[src/rtl/acl_int_event_capture.sv]
// Turns rising edges of the debounced ACL interrupt into req/ack events for the SPI driver,
// with a post-ack hold-off window, edge latching during hold-off, an edge counter and overrun flag.
module acl_int_event_capture #(
  parameter int HOLDOFF_CYCLES = 200,
  parameter int COUNT_BITS     = 8
) (
  input  logic                  i_clk_20mhz,
  input  logic                  i_rst_20mhz,
  input  logic                  i_int_deb,
  input  logic                  i_enable,
  input  logic                  i_ack,
  input  logic                  i_clr_ovr,
  output logic                  o_req,
  output logic                  o_holdoff,
  output logic                  o_overrun,
  output logic [COUNT_BITS-1:0] o_event_count
);

  // Handshake: o_req is a level that rises one clock after an accepted edge and
  // stays high until the driver returns a one-cycle i_ack while o_req is high.
  typedef enum logic [1:0] {
    ST_IDLE = 2'd0,
    ST_REQ  = 2'd1,
    ST_HOLD = 2'd2
  } state_t;

  localparam logic [15:0] HOLD_LAST = (HOLDOFF_CYCLES > 0) ? 16'(HOLDOFF_CYCLES - 1) : 16'd0;

  state_t      state;
  logic [15:0] timer;
  logic        pending;
  logic        s_prev;
  logic        rise;
  logic        acc;
  logic        set_ovr;

  assign rise    = i_int_deb & ~s_prev;
  assign acc     = rise & i_enable;
  assign set_ovr = (state == ST_REQ) & acc & ~i_ack;

  assign o_req     = (state == ST_REQ);
  assign o_holdoff = (state == ST_HOLD);

  always_ff @(posedge i_clk_20mhz) begin
    if (i_rst_20mhz) begin
      state         <= ST_IDLE;
      timer         <= 16'd0;
      pending       <= 1'b0;
      s_prev        <= 1'b0;
      o_overrun     <= 1'b0;
      o_event_count <= '0;
    end else begin
      s_prev <= i_int_deb;
      if (acc) o_event_count <= o_event_count + 1'b1;

      // A new overrun in the same cycle as a clear request keeps the flag set.
      if (set_ovr)        o_overrun <= 1'b1;
      else if (i_clr_ovr) o_overrun <= 1'b0;

      case (state)
        ST_IDLE: begin
          if (acc) begin
            state <= ST_REQ;
            timer <= 16'd0;
          end
        end
        ST_REQ: begin
          if (i_ack) begin
            timer <= 16'd0;
            if (HOLDOFF_CYCLES > 0) begin
              state   <= ST_HOLD;
              pending <= acc;
            end else begin
              state <= acc ? ST_REQ : ST_IDLE;
            end
          end
        end
        ST_HOLD: begin
          timer <= timer + 16'd1;
          if (acc) pending <= 1'b1;
          if (timer == HOLD_LAST) begin
            state   <= (pending | acc) ? ST_REQ : ST_IDLE;
            pending <= 1'b0;
            timer   <= 16'd0;
          end
        end
        default: begin
          state   <= ST_IDLE;
          timer   <= 16'd0;
          pending <= 1'b0;
        end
      endcase
    end
  end

endmodule

[config.mk]
export PLATFORM = sky130hd
export DESIGN_NAME = acl_int_event_capture
export DESIGN_NICKNAME = d
export VERILOG_FILES = /design/src/rtl/acl_int_event_capture.sv
export SDC_FILE = /design/constraint.sdc
export NUM_CORES = 1
export LEC_CHECK = 0
export BUFFER_PORTS_ARGS = -buffer_cell sky130_fd_sc_hd__buf_2
export CAP_MARGIN = 10
export CORE_MARGIN = 1.5
export CORE_UTILIZATION = 35
export CTS_BUF_LIST = sky130_fd_sc_hd__clkbuf_4
export CTS_CLUSTER_SIZE = 16
export DETAILED_ROUTE_END_ITERATION = 7
export SYNTH_ARGS = -nofsm -noshare
export SYNTH_HDL_FRONTEND = slang
export SYNTH_SLANG_ARGS = --single-unit
[constraint.sdc]
create_clock -name i_clk_20mhz -period 2.05 [get_ports i_clk_20mhz]
set_input_delay 0.1025 -clock i_clk_20mhz [delete_from_list [all_inputs] [get_ports i_clk_20mhz]]
set_output_delay 0.1025 -clock i_clk_20mhz [all_outputs]
set_load 0.005 [all_outputs]
Word-level counts from Yosys, hierarchy flattened:

Index checks and enable logic that the tools add are counted.

* add/sub/neg operators: 2
* equality and inequality tests: 7
* multiplexer cells: 15
* bitwise logic cells: 8
* reductions and logical operators: 5

Operators by type and width (count)
* $mux W16: 3
* $pmux W16 S3: 1
* $add A16 B1 Y16 const B: 1
* $eq A16 B8 Y1 const B: 1
* $add A8 B1 Y8 const B: 1
* $mux W1: 6
* $mux W2: 3
* $pmux W2 S3: 1
* $reduce_and A3 Y1: 2
* $and A1 B1 Y1: 4
* $ne A2 B2 Y1 const B: 2
* $ne A3 B1 Y1 const B: 1
* $not A1 Y1: 3
* $pmux W1 S3: 1
* $eq A2 B1 Y1 const B: 1
* $eq A2 B2 Y1 const B: 1
* $logic_not A2 Y1: 1
* $ne A2 B1 Y1 const B: 1
* $reduce_and A2 Y1: 1
* $reduce_bool A2 Y1: 1
* $or A1 B1 Y1: 1

* flip-flop bits (word level): 29
* input port bits: 6
* output and inout bits: 11

Logic depth before layout (Yosys ltp):

* depth after elaboration: 7
* gate-level depth with buffers: 8

Worst setup path after synthesis:

Ideal clock, no wire load.

* path kind: reg-to-reg
* start: reg timer[8]
* end: reg timer[13]
* arrival: 1.808 ns
* required time: 1.925 ns
* slack: 0.117 ns
* stages on the path, launching flop included: 7
* buffers on the path: 2
* path through: dfxtp_1 or4b_4 or4_1 buf_2 a22oi_4 buf_6 a21oi_1

* cells in the longest elaborated chain, start to end: 3
* elaborated cells on any way between the ends: 4
* those cells by class: add/sub (1); eq/ne (1); mux (2)

RTL lines
* start, declared: line 30 `logic [15:0] timer;`
* start signal, assigned: line 79 `timer <= timer + 16'd1;`
* $add A16 B1 Y16 or $eq A16 B8 Y1 (tied branches): line 79, 81
* $mux W16 *: line 81 `if (timer == HOLD_LAST) begin`
* $pmux W16 S3 *: line 60 `case (state)`

Mark *: on every way between the ends. The rest lies on a longest branch, timed or not.
A chain may end at the register's enable or synchronous reset.

Worst setup path in the final report:

* start: reg timer[8]
* end: reg timer[2]

* cells in the longest elaborated chain, start to end: 3

RTL lines (line)
* $eq A16 B8 Y1: 81
* $mux W16: 81
* $pmux W16 S3: 60

No other way between the ends.

==> out/results.ini <==
[run_status]
outcome = finished, final reports clean

[sta]
period_needed_ps = 1920
setup_ws_ps = 126
post-route-period-util_pct = 93.8
grt_setup_unrepaired = false
tightest_slew_ps = 434
drv_slew = 0
setup_violations = 0
finClkSkew_ps = 2.89
tns_ps = 0
clock.fmax_ghz = 0.520
hold_viol_final = 0
whs_ps = 22.0
relSlewSlack_pct = 71.1

[critical_path]
path_delay_family = simple AND/OR/NAND/NOR gates
crit_path_end_kind = flop
cp-start-kind = flop
path_max_fanout = 5
path_cells = or4b_4 > or4_4 > buf_4 > a32oi_1 > mux2i_1
path_class = reg2reg
path_buf_inv = 1
cp.required_ps = 2260
critPathArrivalTime_ps = 2130
cpPeakStageDelay_ps = 540
cpMaxStageDelayCell = or4b_4

[synth]
synth.yosys.warnings = 0
synth.distinct_cells = 36
netlist_instances = 176
synth-seq-area-share_pct = 38.6
synth_top_area_share_pct = 38.6
avgSynthCellArea_um2 = 8.54
yosys.area.top_type = dfxtp_1
synth_area_leaders = dfxtp_1 39%, a21oi_1 6.7%, ha_1 5.8%
synth_nets = 189
ys_ff_latch = 29
syn-cell-area_um2 = 1500

[floorplan]
initial_core_util_pct = 37.0
io_pins = 17
num_rows = 23
core_area_um2 = 4060
dieWidth_um = 68.5
die_y_um = 68.5
dieArea_um2 = 4700

[detailed_routing]
vias = 1372
ant_nets = 0
drc_errors = 0
wire_per_inst_um = 11.7
drt_iter0_markers = 55
routed_wl_um = 3090
first_pass_iters = 4
viasPerCell = 5.22

[clocking]
cts_max_level = 2
clkSinkCount = 29
cts.path.max_buffers = 2
clkLatencyLatePin_ps = 310
cts_buffers = 5
cts_root_buf = clkbuf_4
cts_tree = yes
path_clk_slew_ps = 90

[power_and_ir_drop]
power.density_nw_per_um2 = 659
switching_share_pct = 31.2
peakVddDrop_uv = 372
seqPwrFrac_pct = 49.3
comb_power_share_pct = 24.3
p_clk_share_pct = 26.4
p_total_mw = 1.20
switching_power_mw = 0.374
power.internal_mw = 0.825
p_leak_nw = 0.699

[placed_design]
dp.cells = 253
hpwl_um = 2270
port_buffers = 16
gp_congestion = 0.805
place_ws_ps = 70.2
post_dp_cell_area_um2 = 1750

[layout]
drive_gt1_share_pct = 23.5
fillers = 387
post-route-util_pct = 44.9
post_layout_nonfiller_instances = 263
finish.net_count = 225
area_growth_pct = 21.2
antenna_cells = 0
final_area_um2 = 1820

[job]
maxCapViolCount = 0

[grt]
grt_pass1_wl_um = 5470
grt_overflow = 0
grt_pass1_vias = 1222
antenna_found_initial = 0
grt_max_degree = 19
grt_util_all_layers_pct = 15.7

[hold_path]
hold_class = in2reg

## final cells by class
class                   instances  area (µm²)  share of cell area [%]
multi-input cells             130         853                    46.8
flip-flops and latches         29         581                    31.9
repair buffers                 38         245                    13.5
well taps                      50        62.6                    3.43
clock buffers                   5        37.5                    2.06
inverters                       8        30.0                    1.65
clock inverters                 3        12.5                   0.687
## synth_stat cells
library cell	n
dfxtp_1	29
a32oi_1	2
nand3_1	11
xnor2_1	4
clkbuf_1	7
or3_4	1
mux2i_1	1
or4_1	5
a22oi_4	1
a2111o_1	3
and4_2	1
nor2_1	10
nor4_1	1
inv_1	8
and3_1	1
nand4b_1	1
nand3b_1	1
a21oi_1	20
o21ai_0	14
or3_1	8
or4b_4	1
buf_6	1
or3_2	1
nand4_1	9
nand2_1	9
nor2b_1	5
xor2_1	3
and3b_1	1
buf_2	1
nand2b_1	1
ha_1	7
o31ai_1	3
nor3_1	2
o41a_1	1
o41ai_1	1
a21o_1	1
## per-layer routing
layer  vias to the layer above  GRT usage [%]  wire (µm)
met3                         5           4.38        111
met2                        22           23.7       1390
met4                         0           6.00         42
li1                        723              -          -
met1                       622           21.1       1550
met5                         -              0          0
## power groups by stage
| stage | clock (mW) | sequential [mW] | combinational, mW |
|---|---|---|---|
| after floorplan | 0 | 0.605 | 0.195 |
| after global placement | 0 | 0.605 | 0.292 |
| after detailed placement | 0 | 0.605 | 0.292 |
| after CTS | 0.339 | 0.592 | 0.293 |
| after global routing | 0.359 | 0.594 | 0.328 |
| final | 0.316 | 0.592 | 0.292 |
## sequential cells by signal, indices dropped and copies added, names as in the netlist
signal	count
timer	16
pending	1
o_overrun	1
o_event_count	8
s_prev	1
state	2
## repair_timing
| item | 4_1_cts | 5_1_grt |
|---|---|---|
| hold buffers | 0 | 0 |
| resized for setup | 0 | 1 |
| buffers inserted | 0 | 2 |
| setup endpoints to repair | 0 | 3 |
## worst paths after layout
check / startpoint / endpoint / slack [ps] / depth (start not counted)
worst min register to register: timer[15] / timer[15] / 480 / 2
worst min-delay path: i_int_deb / s_prev / 20 / 2
worst max register to register: timer[8] / timer[2] / 130 / 5
worst max-delay path: timer[8] / timer[2] / 130 / 5
## kinds of logic (layout without fill, tap and decap cells)
group | after synthesis | count (layout) | synth area share (%)
compound gates | 46 | 46 | 19.5
xor+xnor | 7 | 7 | 4.08
fa+ha+maj | 7 | 7 | 5.83
buf+inv | 17 | 54 | 4.83
flops | 29 | 29 | 38.6
mux | 1 | 1 | 0.666
simple gates | 69 | 69 | 26.5
## cells in the final DEF, fill, tap and decap left out, types with 2 or more instances in the layout
cell type | netlist | layout
dfxtp_1 | 29 | 29
buf_4 | 0 | 22
a21oi_1 | 20 | 20
buf_2 | 1 | 16
o21ai_0 | 14 | 14
nand3_1 | 11 | 11
nor2_1 | 10 | 10
nand4_1 | 9 | 9
nand2_1 | 9 | 9
inv_1 | 8 | 8
or3_1 | 8 | 8
ha_1 | 7 | 7
nor2b_1 | 5 | 5
clkbuf_4 | 0 | 5
or4_1 | 5 | 4
xnor2_1 | 4 | 4
a2111o_1 | 3 | 3
o31ai_1 | 3 | 3
xor2_1 | 3 | 3
a32oi_1 | 2 | 2
nor3_1 | 2 | 2
clkinv_1 | 0 | 2
(Power assumes the default switching activity.)
